--- src/rtl/regfile_wb_arbiter_if.sv ---
// Writeback bus bundle: two requester push channels, the register file write port and decode read-address snoop.
// Modport master faces the requesters/decode; modport slave is taken by regfile_wb_arbiter.
interface regfile_wb_arbiter_if #(
  parameter int AW = 5,
  parameter int DW = 32
);
  logic          req0_valid;
  logic [AW-1:0] req0_addr;
  logic [DW-1:0] req0_data;
  logic          req0_ready;
  logic          req1_valid;
  logic [AW-1:0] req1_addr;
  logic [DW-1:0] req1_data;
  logic          req1_ready;
  logic          RegWrite;
  logic [AW-1:0] WriteAddr;
  logic [DW-1:0] WriteData;
  logic [AW-1:0] ReadAddr1;
  logic [AW-1:0] ReadAddr2;
  logic          hazard1;
  logic          hazard2;

  modport master (
    output req0_valid, req0_addr, req0_data, req1_valid, req1_addr, req1_data, ReadAddr1, ReadAddr2,
    input  req0_ready, req1_ready, RegWrite, WriteAddr, WriteData, hazard1, hazard2
  );

  modport slave (
    input  req0_valid, req0_addr, req0_data, req1_valid, req1_addr, req1_data, ReadAddr1, ReadAddr2,
    output req0_ready, req1_ready, RegWrite, WriteAddr, WriteData, hazard1, hazard2
  );
endinterface

--- src/rtl/regfile_wb_arbiter.sv ---
// Round-robin merge of ALU (r0) and load (r1) writeback FIFOs onto the regfile write port; push->RegWrite 2 cycles.
// reqN_ready = !full from registered count only; hazards snoop all queued writes. Option: ZERO_REG_DROP_EN.
module regfile_wb_arbiter #(
  parameter int DEPTH = 2,
  parameter int AW    = 5,
  parameter int DW    = 32
) (
  input logic                 clk,
  input logic                 rst,
  regfile_wb_arbiter_if.slave bus
);
  localparam int          PW   = (DEPTH > 1) ? $clog2(DEPTH) : 1;
  localparam logic [PW:0] FULL = (PW+1)'(DEPTH);

  logic [AW-1:0] addr_q [2][DEPTH];
  logic [AW-1:0] addr_d [2][DEPTH];
  logic [DW-1:0] data_q [2][DEPTH];
  logic [DW-1:0] data_d [2][DEPTH];
  logic [PW-1:0] rd_ptr_q [2];
  logic [PW-1:0] rd_ptr_d [2];
  logic [PW-1:0] wr_ptr_q [2];
  logic [PW-1:0] wr_ptr_d [2];
  logic [PW:0]   cnt_q [2];
  logic [PW:0]   cnt_d [2];
  logic          rr_q, rr_d;
  logic          reg_write_q, reg_write_d;
  logic [AW-1:0] write_addr_q, write_addr_d;
  logic [DW-1:0] write_data_q, write_data_d;

  logic          in_vld  [2];
  logic [AW-1:0] in_addr [2];
  logic [DW-1:0] in_data [2];
  logic          rdy [2];
  logic          nempty [2];
  logic          push [2];
  logic          pop [2];
  logic          haz1, haz2;

  always_comb begin
    in_vld[0]  = bus.req0_valid;
    in_addr[0] = bus.req0_addr;
    in_data[0] = bus.req0_data;
    in_vld[1]  = bus.req1_valid;
    in_addr[1] = bus.req1_addr;
    in_data[1] = bus.req1_data;
    for (int r = 0; r < 2; r++) begin
      rdy[r]    = (cnt_q[r] != FULL);
      nempty[r] = (cnt_q[r] != '0);
`ifdef ZERO_REG_DROP_EN
      // r0 writes are architecturally dead: accept the handshake, keep nothing
      push[r]   = in_vld[r] && rdy[r] && (in_addr[r] != '0);
`else
      push[r]   = in_vld[r] && rdy[r];
`endif
    end
    pop[0] = nempty[0] && (!nempty[1] || !rr_q);
    pop[1] = nempty[1] && (!nempty[0] ||  rr_q);
  end

  always_comb begin
    addr_d       = addr_q;
    data_d       = data_q;
    rd_ptr_d     = rd_ptr_q;
    wr_ptr_d     = wr_ptr_q;
    cnt_d        = cnt_q;
    rr_d         = rr_q;
    reg_write_d  = 1'b0;
    write_addr_d = write_addr_q;
    write_data_d = write_data_q;
    for (int r = 0; r < 2; r++) begin
      if (push[r]) begin
        addr_d[r][wr_ptr_q[r]] = in_addr[r];
        data_d[r][wr_ptr_q[r]] = in_data[r];
        wr_ptr_d[r]            = wr_ptr_q[r] + 1'b1;
      end
      if (pop[r]) begin
        rd_ptr_d[r]  = rd_ptr_q[r] + 1'b1;
        reg_write_d  = 1'b1;
        write_addr_d = addr_q[r][rd_ptr_q[r]];
        write_data_d = data_q[r][rd_ptr_q[r]];
        rr_d         = (r == 0);
      end
      cnt_d[r] = cnt_q[r] + {{PW{1'b0}}, push[r]} - {{PW{1'b0}}, pop[r]};
    end
  end

  always_ff @(posedge clk or negedge rst) begin
    if (!rst) begin
      for (int r = 0; r < 2; r++) begin
        rd_ptr_q[r] <= '0;
        wr_ptr_q[r] <= '0;
        cnt_q[r]    <= '0;
        for (int i = 0; i < DEPTH; i++) begin
          addr_q[r][i] <= '0;
          data_q[r][i] <= '0;
        end
      end
      rr_q         <= 1'b0;
      reg_write_q  <= 1'b0;
      write_addr_q <= '0;
      write_data_q <= '0;
    end else begin
      addr_q       <= addr_d;
      data_q       <= data_d;
      rd_ptr_q     <= rd_ptr_d;
      wr_ptr_q     <= wr_ptr_d;
      cnt_q        <= cnt_d;
      rr_q         <= rr_d;
      reg_write_q  <= reg_write_d;
      write_addr_q <= write_addr_d;
      write_data_q <= write_data_d;
    end
  end

  // An entry is live when its distance from the head is below the occupancy.
  always_comb begin
    logic [PW-1:0] off;
    haz1 = reg_write_q && (write_addr_q == bus.ReadAddr1);
    haz2 = reg_write_q && (write_addr_q == bus.ReadAddr2);
    for (int r = 0; r < 2; r++) begin
      for (int i = 0; i < DEPTH; i++) begin
        off = PW'(i) - rd_ptr_q[r];
        if ({1'b0, off} < cnt_q[r]) begin
          if (addr_q[r][i] == bus.ReadAddr1) haz1 = 1'b1;
          if (addr_q[r][i] == bus.ReadAddr2) haz2 = 1'b1;
        end
      end
    end
`ifdef ZERO_REG_DROP_EN
    if (bus.ReadAddr1 == '0) haz1 = 1'b0;
    if (bus.ReadAddr2 == '0) haz2 = 1'b0;
`endif
  end

  assign bus.req0_ready = rdy[0];
  assign bus.req1_ready = rdy[1];
  assign bus.RegWrite   = reg_write_q;
  assign bus.WriteAddr  = write_addr_q;
  assign bus.WriteData  = write_data_q;
  assign bus.hazard1    = haz1;
  assign bus.hazard2    = haz2;
endmodule

--- src/flat_wrapper.sv ---
// flat-port wrapper written by rule: the top's interface ports become plain ports
module regfile_wb_arbiter_flat 
#(
  parameter int DEPTH = 2,
  parameter int AW    = 5,
  parameter int DW    = 32
)
  (clk, rst, bus_req0_valid, bus_req0_addr, bus_req0_data, bus_req1_valid, bus_req1_addr, bus_req1_data, bus_ReadAddr1, bus_ReadAddr2, bus_req0_ready, bus_req1_ready, bus_RegWrite, bus_WriteAddr, bus_WriteData, bus_hazard1, bus_hazard2);
  regfile_wb_arbiter_if #(.AW(AW), .DW(DW)) bus_i ();
  input logic clk;
  input logic rst;
  input wire logic [$bits(bus_i.req0_valid)-1:0] bus_req0_valid;
  input wire logic [$bits(bus_i.req0_addr)-1:0] bus_req0_addr;
  input wire logic [$bits(bus_i.req0_data)-1:0] bus_req0_data;
  input wire logic [$bits(bus_i.req1_valid)-1:0] bus_req1_valid;
  input wire logic [$bits(bus_i.req1_addr)-1:0] bus_req1_addr;
  input wire logic [$bits(bus_i.req1_data)-1:0] bus_req1_data;
  input wire logic [$bits(bus_i.ReadAddr1)-1:0] bus_ReadAddr1;
  input wire logic [$bits(bus_i.ReadAddr2)-1:0] bus_ReadAddr2;
  output wire logic [$bits(bus_i.req0_ready)-1:0] bus_req0_ready;
  output wire logic [$bits(bus_i.req1_ready)-1:0] bus_req1_ready;
  output wire logic [$bits(bus_i.RegWrite)-1:0] bus_RegWrite;
  output wire logic [$bits(bus_i.WriteAddr)-1:0] bus_WriteAddr;
  output wire logic [$bits(bus_i.WriteData)-1:0] bus_WriteData;
  output wire logic [$bits(bus_i.hazard1)-1:0] bus_hazard1;
  output wire logic [$bits(bus_i.hazard2)-1:0] bus_hazard2;
  assign bus_i.req0_valid = bus_req0_valid;
  assign bus_i.req0_addr = bus_req0_addr;
  assign bus_i.req0_data = bus_req0_data;
  assign bus_i.req1_valid = bus_req1_valid;
  assign bus_i.req1_addr = bus_req1_addr;
  assign bus_i.req1_data = bus_req1_data;
  assign bus_i.ReadAddr1 = bus_ReadAddr1;
  assign bus_i.ReadAddr2 = bus_ReadAddr2;
  assign bus_req0_ready = bus_i.req0_ready;
  assign bus_req1_ready = bus_i.req1_ready;
  assign bus_RegWrite = bus_i.RegWrite;
  assign bus_WriteAddr = bus_i.WriteAddr;
  assign bus_WriteData = bus_i.WriteData;
  assign bus_hazard1 = bus_i.hazard1;
  assign bus_hazard2 = bus_i.hazard2;
  regfile_wb_arbiter #(.DEPTH(DEPTH), .AW(AW), .DW(DW)) u_core (.clk(clk), .rst(rst), .bus(bus_i));
endmodule
--- config.mk ---
export PLATFORM = sky130hd
export DESIGN_NAME = regfile_wb_arbiter_flat
export DESIGN_NICKNAME = d
export VERILOG_FILES = /design/src/rtl/regfile_wb_arbiter_if.sv /design/src/rtl/regfile_wb_arbiter.sv /design/src/flat_wrapper.sv
export SDC_FILE = /design/constraint.sdc
export NUM_CORES = 1
export LEC_CHECK = 0
export BUFFER_PORTS_ARGS = -buffer_cell sky130_fd_sc_hd__clkbuf_2
export CAP_MARGIN = 20
export CORE_ASPECT_RATIO = 1.25
export CORE_MARGIN = 10
export CORE_UTILIZATION = 45
export CTS_BUF_LIST = sky130_fd_sc_hd__clkbuf_8
export DETAILED_ROUTE_END_ITERATION = 8
export PLACE_DENSITY = 0.72
export RECOVER_POWER = 50
export SYNTH_ARGS = -nofsm -noshare
export SYNTH_HDL_FRONTEND = slang
export SYNTH_SLANG_ARGS = --single-unit
export TNS_END_PERCENT = 5
--- constraint.sdc ---
create_clock -name clk -period 2.4 [get_ports clk]
set_input_delay 0.12 -clock clk [delete_from_list [all_inputs] [get_ports clk]]
set_output_delay 0.12 -clock clk [all_outputs]
set_load 0.005 [all_outputs]
==> impl_metrics.yaml <==
run_status:
  outcome: "finished, violations left"
  violations: "max-capacitance violations, max-slew violations"
sta:
  rsz0062_at_grt: "no"
  skew_ps: 10.0
  tightest_slew_ps: 1750
  fmax_mhz: 473
  period_share: 0.880
  period_needed_ps: 2110
  finalSetupViolCount: 0
  relSlewSlack: -0.164
  finalHoldViolations: 0
  slew_violations: 67
  fin_tns_setup_ps: 0
routing:
  wirelength_um: 22100
  ant_nets: 0
  drt-pass1-iter-count: 4
  wl_per_cell_um: 18.3
  viasPerCell: 5.28
  drc: 0
  num_vias: 6351
  drt_iter0_drc: 282
logic_synthesis:
  syn-num-nets: 825
  yosysMostFrequentCell: "dfrtp_1"
  synth.top_cell.area_share: 0.515
  yosys-top-cells-area: "dfrtp_1 52%, mux2_2 13%, mux2i_1 7.8%, mux2_4 4.8%, o32a_1 3.9%"
  yosysSeqAreaShare: 0.515
  yosys_warnings: 0
  synth_area_mm2: 0.00947
  postSynthAreaPerCell_um2: 12.9
  synthTopCellsByCount: "195 x dfrtp_1, 113 x mux2_2, 74 x mux2i_1"
  synth_cell_types: 34
  ys_async_sr_fraction: 1.00
  ys_seq_elements: 195
  synth_cells: 733
  synthFlopType: "dfrtp_1"
  synth_area_leader_cell: "dfrtp_1"
  synth_edf_count: 0
critical_path:
  cp_top_family: "flip-flops"
  max_stage_delay_ps: 570
  worstPathCellList: "inv_1 > a21oi_1 > nor4_1 > nand3_1 > nand4_1 > clkbuf_2"
  critical_path.startpoint: "u_core.rd_ptr_q[0]"
  arrival_ps: 1990
  worstSetupPathType: "flop to output pin"
  cp_data_required_time_ps: 2280
  cp-end-kind: "output pin"
  crit_path_start_kind: "flop"
  path_buf_inv: 2
  reg2reg_from: "u_core.cnt_q[2]"
  cpMaxStageDelayCell: "dfrtp_2"
  critPathMaxFanout: 14
clocking:
  ctsResizeCount: 0
  clockBufferDepth: 2
  cts_tree: "built"
  numCtsBuffers: 17
  clk_latency_ps: 460
  clock-root-buffer: "clkbuf_8"
  numClockSinks: 195
  post-cts-setup-buffers: 0
  htreeDepth: 4
  path_clk_slew_ps: 100
floorplanning:
  die_w_um: 150
  core_area_mm2: 0.0207
  rows: 59
  die_h_um: 182
  ios: 130
  initial_core_util: 0.457
  die-area_mm2: 0.0273
layout:
  nets: 1009
  layout-drive-gt1-share: 0.341
  fillCellCount: 1731
  antenna_cells: 0
  area_growth_pct: 21.7
  ff_latch_area_mm2: 0.00488
  multi_input_area_mm2: 0.00424
  final_util: 0.556
worst_hold_path:
  hp-class: "input port to flop"
  min-delay-start: "bus_req0_data[14]"
power_and_ir_drop:
  ir_drop_mv: 0.707
  power_per_cell_area_mw_per_mm2: 1400
  p_leak_uw: 0.00520
global_routing:
  grt_pass1_wl_um: 36100
  grt_overflow_total: 0
  grt_start_max_net_pins: 86
  grt_pass1_vias: 6823
  grt_use_total: 0.165
  antenna_found_initial: 0
flow_run:
  maxCapViolCount: 1
place:
  hpwl_um: 15100
  gp_congestion: 0.873
  numPortBuffers: 129
metrics by stage:
step	cell area (um2)	std cells	hold slack [ps]	power (uW)	worst slack, ps
after CTS	11600	1203	208	16400	267
after detailed placement	10400	1095	172	14000	393
after global routing	11500	1203	412	17400	74.1
final	11500	1203	427	16100	287
after floorplan	9470	733	-176	11900	518
after global placement	10400	1095	166	13700	442
worst register-to-register path: stages (launching register included):
cell      delay (ps)
dfrtp_1          470
nand2b_2         220
nand2_1          260
clkinv_4         110
nand2_4          320
buf_12           260
mux2_4           340
area by class of cell:
class | instances | area share
inverter | 9 | 0.00336
timing repair buffer | 221 | 0.140
tap | 274 | 0.0297
clock inverter | 12 | 0.0135
sequential | 195 | 0.424
multi-input combinational | 473 | 0.367
clock buffer | 19 | 0.0227
state kept, by name (all words and copies together), names as in the netlist:
| signal | flops |
|---|---|
| u_core.addr_q | 20 |
| u_core.wr_ptr_q | 2 |
| u_core.cnt_q | 4 |
| u_core.bus.WriteAddr | 5 |
| u_core.bus.WriteData | 32 |
| u_core.data_q | 128 |
| u_core.rd_ptr_q | 2 |
| u_core.rr_q | 1 |
| u_core.bus.RegWrite | 1 |
routing by layer:
metal,up-vias,track usage,routed length (um)
met1,3175,0.198,9400
met2,143,0.282,11200
met4,0,0.0666,578
met3,32,0.0347,854
met5,-,0,0
li1,3001,-,-
final timing paths:
path / endpoint / slack [ps] / cells after the start
max: bus_hazard1 / 290 / 6
min: u_core.data_q[78] / 430 / 3
max reg2reg: u_core.data_q[81] / 310 / 6
min reg2reg: u_core.data_q[120] / 490 / 1
max in group asynchronous: u_core.data_q[11] / 410 / 3
min in group asynchronous: u_core.data_q[51] / 660 / 2
cell usage in the layout, fill, tap and decap left out, types with 3 or more instances in the layout:
cell type      netlist  routed
mux2_4              30      30
buf_12               0       8
clkbuf_1            23      14
ha_1                 4       4
clkinv_4             1       3
clkbuf_8             0      19
nand3_1              5       5
dfrtp_2              0       3
mux2_1               5       5
dfrtp_1            195     192
dlygate4sd3_1        0      77
mux2_2             113     113
clkbuf_2             0     115
nor2_1              37      37
a31oi_1              3       3
buf_4               10       6
o21ai_0             28      28
mux2i_1             74      74
bufinv_16            0       3
inv_1                7       7
xor2_1              26      26
nor4_1               7       7
xnor2_1             32      32
nor3_1               4       4
a21oi_1             43      43
clkinv_2             0       3
o32a_1              37      37
nand4_1              4       4
o21ai_1             10       9
kinds of logic (layout without fill, tap and decap cells):
family                   after synthesis  in the layout  share of synthesized area
flip-flops                           195            195                      0.515
buffers and inverters                 65            261                     0.0382
AND/OR/NAND/NOR                       68             68                     0.0378
XOR/XNOR                              58             58                     0.0536
adder cells (fa/ha/maj)                4              4                    0.00528
multiplexers                         222            222                      0.266
AO/OA/AOI/OAI                        121            121                     0.0839
power breakdown:
part | switching (uW) | internal (uW)
Clock | 1150 | 1080
Sequential | 1290 | 5040
Combinational | 3520 | 4040
Total | 5970 | 10200
repair_timing:
item	CTS	global route
setup endpoints to repair	0	0
endpoints found under the hold margin	215	0
hold buffers	77	0
(Power assumes the default switching activity.)
